`src/rtl/dsp_chain_2_fp16_sop2_result_collector_pkg.sv`:
```
// Shared constants for the fp16 SOP2 multiplier array result path.
// Lane geometry and result widths used by the array and its collector.
package dsp_chain_2_fp16_sop2_result_collector_pkg;

    // Result width of one fp16 sum-of-2-products instance.
    localparam int SOP2_RES_W = 32;

    localparam int C_LANES      = 8;
    localparam int C_LANE_W     = SOP2_RES_W;
    localparam int C_VEC_W      = C_LANES * C_LANE_W;
    localparam int C_LANE_IDX_W = $clog2(C_LANES);
    localparam int C_DEPTH      = 4;

endpackage

```
`src/rtl/dsp_chain_2_vec_fifo.sv`:
```
// Register FIFO of whole result vectors with push/pop and occupancy.
// Ports: clk, reset, push_i, pop_i, wdata_i -> rdata_o (head), level_o,
//        full_o, empty_o. Push and pop in the same cycle are allowed
//        at full (the write lands in the slot the pop frees).
module dsp_chain_2_vec_fifo #(
    parameter int DEPTH = 4,
    parameter int W     = 256,
    localparam int PW   = $clog2(DEPTH),
    localparam int LW   = $clog2(DEPTH + 1)
) (
    input  logic          clk,
    input  logic          reset,
    input  logic          push_i,
    input  logic          pop_i,
    input  logic [W-1:0]  wdata_i,
    output logic [W-1:0]  rdata_o,
    output logic [LW-1:0] level_o,
    output logic          full_o,
    output logic          empty_o
);

    logic [W-1:0]  mem_q [DEPTH];
    logic [PW-1:0] wr_q;
    logic [PW-1:0] rd_q;
    logic [LW-1:0] level_q;
    logic [LW-1:0] level_d;

    always_comb begin
        level_d = level_q;
        unique case ({push_i, pop_i})
            2'b10:   level_d = level_q + LW'(1);
            2'b01:   level_d = level_q - LW'(1);
            default: level_d = level_q;
        endcase
    end

    always_ff @(posedge clk) begin
        if (reset) begin
            wr_q    <= '0;
            rd_q    <= '0;
            level_q <= '0;
        end else begin
            if (push_i) wr_q <= wr_q + PW'(1);
            if (pop_i)  rd_q <= rd_q + PW'(1);
            level_q <= level_d;
        end
    end

    // Storage is not cleared; level gates whether an entry is meaningful.
    always_ff @(posedge clk) begin
        if (push_i) mem_q[wr_q] <= wdata_i;
    end

    assign rdata_o = mem_q[rd_q];
    assign level_o = level_q;
    assign full_o  = (level_q == LW'(DEPTH));
    assign empty_o = (level_q == '0);

endmodule

```
`src/rtl/dsp_chain_2_fp16_sop2_result_collector.sv`:
```
// Captures 8-lane SOP2 result vectors and serializes them lane by lane.
// Ports: in_valid/in_data (free-running, no stall), in_ready (info),
//        out_valid/out_ready/out_data/out_lane/out_last stream,
//        level (vectors held), overflow (sticky drop flag).
module dsp_chain_2_fp16_sop2_result_collector
    import dsp_chain_2_fp16_sop2_result_collector_pkg::*;
#(
    parameter int LANES  = C_LANES,
    parameter int LANE_W = C_LANE_W,
    parameter int DEPTH  = C_DEPTH,
    localparam int VW    = LANES * LANE_W,
    localparam int IW    = $clog2(LANES),
    localparam int LVW   = $clog2(DEPTH + 1)
) (
    input  logic              clk,
    input  logic              reset,
    input  logic              in_valid,
    input  logic [VW-1:0]     in_data,
    output logic              in_ready,
    output logic              out_valid,
    input  logic              out_ready,
    output logic [LANE_W-1:0] out_data,
    output logic [IW-1:0]     out_lane,
    output logic              out_last,
    output logic [LVW-1:0]    level,
    output logic              overflow
);

    localparam logic [IW-1:0] LAST = IW'(LANES - 1);

    logic [IW-1:0] lane_q;
    logic [IW-1:0] lane_d;
    logic          ovf_q;
    logic          ovf_d;

    logic [VW-1:0] head;
    logic          full;
    logic          empty;
    logic          fire;
    logic          at_last;
    logic          pop_vec;
    logic          push;

    assign out_valid = !empty;
    assign fire      = out_valid && out_ready;
    assign at_last   = (lane_q == LAST);
    assign pop_vec   = fire && at_last;
    // A retiring head frees its slot this edge, so a full FIFO can accept.
    assign in_ready  = !full || pop_vec;
    assign push      = in_valid && in_ready;

    dsp_chain_2_vec_fifo #(
        .DEPTH (DEPTH),
        .W     (VW)
    ) u_fifo (
        .clk     (clk),
        .reset   (reset),
        .push_i  (push),
        .pop_i   (pop_vec),
        .wdata_i (in_data),
        .rdata_o (head),
        .level_o (level),
        .full_o  (full),
        .empty_o (empty)
    );

    always_comb begin
        lane_d = lane_q;
        ovf_d  = ovf_q;
        if (fire) begin
            lane_d = at_last ? '0 : lane_q + IW'(1);
        end
        if (in_valid && !in_ready) begin
            ovf_d = 1'b1;
        end
    end

    always_ff @(posedge clk) begin
        if (reset) begin
            lane_q <= '0;
            ovf_q  <= 1'b0;
        end else begin
            lane_q <= lane_d;
            ovf_q  <= ovf_d;
        end
    end

    assign out_data = head[lane_q*LANE_W +: LANE_W];
    assign out_lane = lane_q;
    assign out_last = out_valid && at_last;
    assign overflow = ovf_q;

endmodule

```
`config.mk`:
```
export PLATFORM = sky130hd
export DESIGN_NAME = dsp_chain_2_fp16_sop2_result_collector
export DESIGN_NICKNAME = d
export VERILOG_FILES = /design/src/rtl/dsp_chain_2_fp16_sop2_result_collector_pkg.sv /design/src/rtl/dsp_chain_2_vec_fifo.sv /design/src/rtl/dsp_chain_2_fp16_sop2_result_collector.sv
export SDC_FILE = /design/constraint.sdc
export NUM_CORES = 1
export LEC_CHECK = 0
export ABC_CLOCK_PERIOD_IN_PS = 8250
export BUFFER_PORTS_ARGS = -buffer_cell sky130_fd_sc_hd__buf_2
export CELL_PAD_IN_SITES_DETAIL_PLACEMENT = 2
export CELL_PAD_IN_SITES_GLOBAL_PLACEMENT = 2
export CORE_MARGIN = 8
export CORE_UTILIZATION = 40
export DETAILED_ROUTE_END_ITERATION = 16
export GPL_TIMING_DRIVEN = 0
export PLACE_DENSITY_LB_ADDON = 0.25
export SLEW_MARGIN = 0
export SYNTH_ARGS = -nofsm -noshare
export SYNTH_HDL_FRONTEND = slang
export SYNTH_HIERARCHICAL = 1
export SYNTH_SLANG_ARGS = --single-unit
```
`constraint.sdc`:
```
create_clock -name clk -period 8.25 [get_ports clk]
set_clock_uncertainty 0.05 [all_clocks]
set_input_delay 1.2375 -clock clk [delete_from_list [all_inputs] [get_ports clk]]
set_output_delay 1.2375 -clock clk [all_outputs]
set_load 0.01 [all_outputs]
```
# Word level (Yosys, flattened, before mapping)
# Memories as Yosys holds them, arrays and structs flattened. A register that Yosys moved wholly into a read port is not among the register bits.
# Index checks and enable logic that the tools add are counted.
# op_classes
reduce_logical	11
eq_ne	4
addsub	5
shift	1
n_mux	6
# ops
op	count
256-bit by 9-bit variable part select with 32-bit output	1
3-bit by 1-bit adder with 3-bit output, second input constant	2
3-bit == test, second input constant	2
3-bit one-hot mux with 2 select lines	1
1-bit logical AND	5
2-bit by 1-bit adder with 2-bit output, second input constant	2
2-bit two-way mux	2
1-bit zero test	3
3-bit zero test	1
3-bit two-way mux	1
3-bit by 1-bit subtractor with 3-bit output, second input constant	1
2-bit by 1-bit == test with 1-bit output, second input constant	1
2-bit == test, second input constant	1
1-bit two-way mux	2
2-bit nonzero test	1
1-bit logical OR	1
# word_totals
register_bits	11
output_inout_bits	42
ram_bits	1024
input_bits	260
n_memories	1
elab_cells	33
# memory_table
memory	depth	word_bits	rd	rd_ports_with_merged_regs	write_ports	line_no	text
u_fifo.mem_q	4	256	1	1	1	dsp_chain_2_vec_fifo.sv:22	logic [W-1:0] mem_q [DEPTH];

# Logic depth before layout (Yosys ltp)
# logic_depth
word_depth	8
mapped_depth	12
depth_no_buf	12

# Hierarchy
# Netlist, hierarchy kept.
# modules_own_cells
mod	instances	seq_area_each_um2	cells_per_inst	area_per_inst_um2
dsp_chain_2_vec_fifo	1	30929.7	1384	37619.8
dsp_chain_2_fp16_sop2_result_collector	1	80.1	136	2110.8

# Worst setup path before layout
# OpenSTA, ideal clock, no wires.
# synth_path
kind	input-to-reg
start	input out_ready
end	memory u_fifo.mem_q[0][0], enable pin
required_ps	7552
cell_stages	4
slack_ps	20
arrival_time_ps	7532
n_path_buf	0
setup_ps	648
path_cell_list	nand3b_1 nand2_1 and2_1 and2_1
# synth_between
elab_chain_cells	6
# synth_lines
element	line_no	text
start, declared	dsp_chain_2_fp16_sop2_result_collector.sv:21	input logic out_ready,
1-bit logical AND	dsp_chain_2_fp16_sop2_result_collector.sv:45	assign fire = out_valid && out_ready;
1-bit logical AND	dsp_chain_2_fp16_sop2_result_collector.sv:47	assign pop_vec = fire && at_last;
1-bit logical OR	dsp_chain_2_fp16_sop2_result_collector.sv:49	assign in_ready = !full || pop_vec;
net in_ready	dsp_chain_2_fp16_sop2_result_collector.sv:19	output logic in_ready,
1-bit logical AND	dsp_chain_2_fp16_sop2_result_collector.sv:50	assign push = in_valid && in_ready;
net push	dsp_chain_2_fp16_sop2_result_collector.sv:42	logic push;
1-bit two-way mux	dsp_chain_2_vec_fifo.sv:51	if (push_i) mem_q[wr_q] <= wdata_i;
1-bit two-way mux (implied by the code)	dsp_chain_2_vec_fifo.sv:51	
end, declared	dsp_chain_2_vec_fifo.sv:22	
# The timed path passes the listed nets, and every way through them passes these cells.

==> flow_summary.toml <==
[layout]
layout-drive-gt1-share = 0.4377
nets = 2223
final_common_cell = "edfxtp_1"
regArea_um2 = 31010
num-fill-cells = 8554
finalCoreUtilization = 0.4769
final_cell_mix = "1024 x edfxtp_1, 331 x buf_2, 320 x mux4_2, 115 x clkbuf_16, 34 x clkbuf_1"
syn2layout_area_growth_pct = 18.13
fin_cells = 3355
multi_input_comb_area_um2 = 7915

[drt]
viasPerCell = 5.451
first_pass_iters = 5
drc = 0
via_count = 18290
drt_iter0_drc = 1348
wl_per_cell_um = 32.15
ant_nets = 0
wirelength_um = 107900

[synth]
synth_area_leader_cell = "edfxtp_1"
synth_top_area_frac = 0.7739
yosysSeqAreaShare = 0.7805
synth_fa_ha_area_frac = 0.002708
synthFlopType = "edfxtp_1"
synth.mux.area_fraction = 0.1915
async_reset_ff_frac = 0
synth_edf_count = 1024
syn_nets = 1788
synthXorXnorAreaFrac = 0.001102
synth_simple_gate_area_frac = 0.003149
syn_inst = 1520
synth_top_family_by_area = "multiplexers"
ys_warn_count = 6
synth_compound_area_frac = 0.0005354
synthDistinctLibCells = 27
syn-cell-area_um2 = 39730
synthTopCellsByArea = "edfxtp_1 77%, mux4_2 18%, buf_12 1.1%, mux2_2 0.91%, dfxtp_1 0.66%"
yosys_register_bits = 1037
avgSynthCellArea_um2 = 26.14

[setup_path]
endpoint_kind = "output port"
worst-setup-path-type = "flop to output port"
required_ns = 6.96
rr_endpoint = "u_fifo/mem_q[0][198]"
crit_end = "out_data[3]"
reg2reg_setup_slack_ns = 4.33
startpoint_type = "flop"
cp_max_fo = 10
reg2reg_from = "out_lane[1]"
worst-r2r-cell-count = 9
cp.arrival_ns = 3.90

[floorplanning]
coreArea_um2 = 98420
ioPinCount = 302
die_h_um = 331.2
start_util = 0.4037
die_w_um = 331.2
die_area_um2 = 109700
rows = 115

[clock_tree]
cts.htree.levels = 3
insertion_delay_ns = 0.67
cts_num_sinks = 1037
root_buffer = "clkbuf_16"
cts_tree = "yes"
cts_buffers = 112
postCtsSetupRepairBufs = 0
postCtsHoldBufs = 0
clockBufferDepth = 3
post_cts_resized = 0
clkTransAtPathRegs_ns = 0.06

[global_route]
overflow = 0
gr-max-usage-layer = "met2"
grt_pass1_wl_um = 153200
antenna_found_initial = 53
grt_use_met1 = 0.2530
use_met3 = 0.05421
grt_max_degree = 55
grt_pass1_vias = 20550
met2_usage = 0.3346
grt_usage = 0.1975

[place]
dp_hpwl_um = 71880
placement.io_buffers = 301
dp.cells = 3128
gp_congestion = 0.7084

[power]
power_leakage_uw = 0.01497
powerDensity_nw_per_um2 = 247.3
ir_drop_v = 0.0001907

[worst_hold_path]
hp-class = "flop to flop"

[sta]
period_minus_slack_ns = 5.185
max_freq_ghz = 0.1929
hold_viol_final = 0
drv_slew = 0
relSlewSlack = 0.1833
tns_ns = 0
worstMarginPinSlew_ns = 1.225
fin_crit_sh = 0.6285
setup_viol = 0
rsz0062_at_grt = "no"

[status]
status = "completed"

[run]
drv_cap = 0
[critical path, cell delays in order, from the launching register on]
cell      delay (ns)
dfxtp_1         0.36
clkbuf_1        0.91
buf_2           0.55
mux4_2          0.39
mux4_2          0.52
mux2_2          0.28
buf_2           0.17
[final cells by class]
| class | instances | area share |
|---|---|---|
| antenna | 28 | 0.001493 |
| inverter | 8 | 0.0006398 |
| multi-input combinational | 399 | 0.1686 |
| buffer | 76 | 0.01674 |
| clock inverter | 62 | 0.01056 |
| sequential | 1037 | 0.6607 |
| timing repair buffer | 321 | 0.04383 |
| tap | 1287 | 0.03431 |
| clock buffer | 137 | 0.06307 |
[cells by family after synthesis]
logic type	Yosys count
DFF	1037
muxes	356
buffers and inverters	84
and+or+nand+nor	26
adders and majority gates	8
xor gates and xnor gates	5
AOI/OAI and AO/OA	4
[layer usage]
metal  share of wire  wire length, µm
met2            0.51            54620
met4           0.024             2539
met1            0.40            43000
met5          0.0016              170
met3           0.070             7549
[registers in the layout (all words and copies together), names as in the netlist, named ones only]
register,flops
u_fifo/mem_q,1024
out_lane,3
u_fifo/level_o,3
u_fifo/rd_q,2
u_fifo/wr_q,2
overflow,1
[through the flow]
| step | power, µW | cell area (µm²) | setup slack [ns] | hold slack, ns |
|---|---|---|---|---|
| final | 11610 | 46930 | 3.065 | 0.4314 |
| after global routing | 11980 | 46880 | 2.867 | 0.4730 |
| after CTS | 11770 | 46860 | 2.932 | 0.4389 |
| after detailed placement | 6962 | 43410 | 3.705 | 0.4255 |
| after global placement | 7000 | 42850 | -5.659 | 0.4008 |
| after floorplan | 6630 | 39730 | 0.01977 | 0.4347 |
[synthesized netlist by cell type, types with 3 or more instances]
master and number:
and2_1 5, buf_6 6, ha_1 7, mux2_2 32
clkbuf_1 12, buf_8 5, edfxtp_1 1024, nor2_1 13
buf_12 22, xor2_1 3, dfxtp_1 13, inv_1 8
buf_2 30, mux4_2 320, mux2i_1 4
[power by group]
part | internal (µW) | switching [µW] | leakage (µW)
registers | 6070 | 63.3 | 0.00951
logic | 300 | 400 | 0.00376
clock network | 2770 | 2000 | 0.00170
total | 9140 | 2470 | 0.0150
[how the worst min path moves through the flow]
stage	to	cells after the start	slack [ns]	start
6_report	overflow	2	0.43	overflow
5_1_grt	overflow	2	0.47	overflow
4_1_cts	overflow	2	0.44	overflow
3_5_place_dp	overflow	2	0.43	overflow
3_3_place_gp	overflow	2	0.40	overflow
2_1_floorplan	flop	2	0.43	u_fifo/rd_q[1]
(Power assumes the default switching activity.)
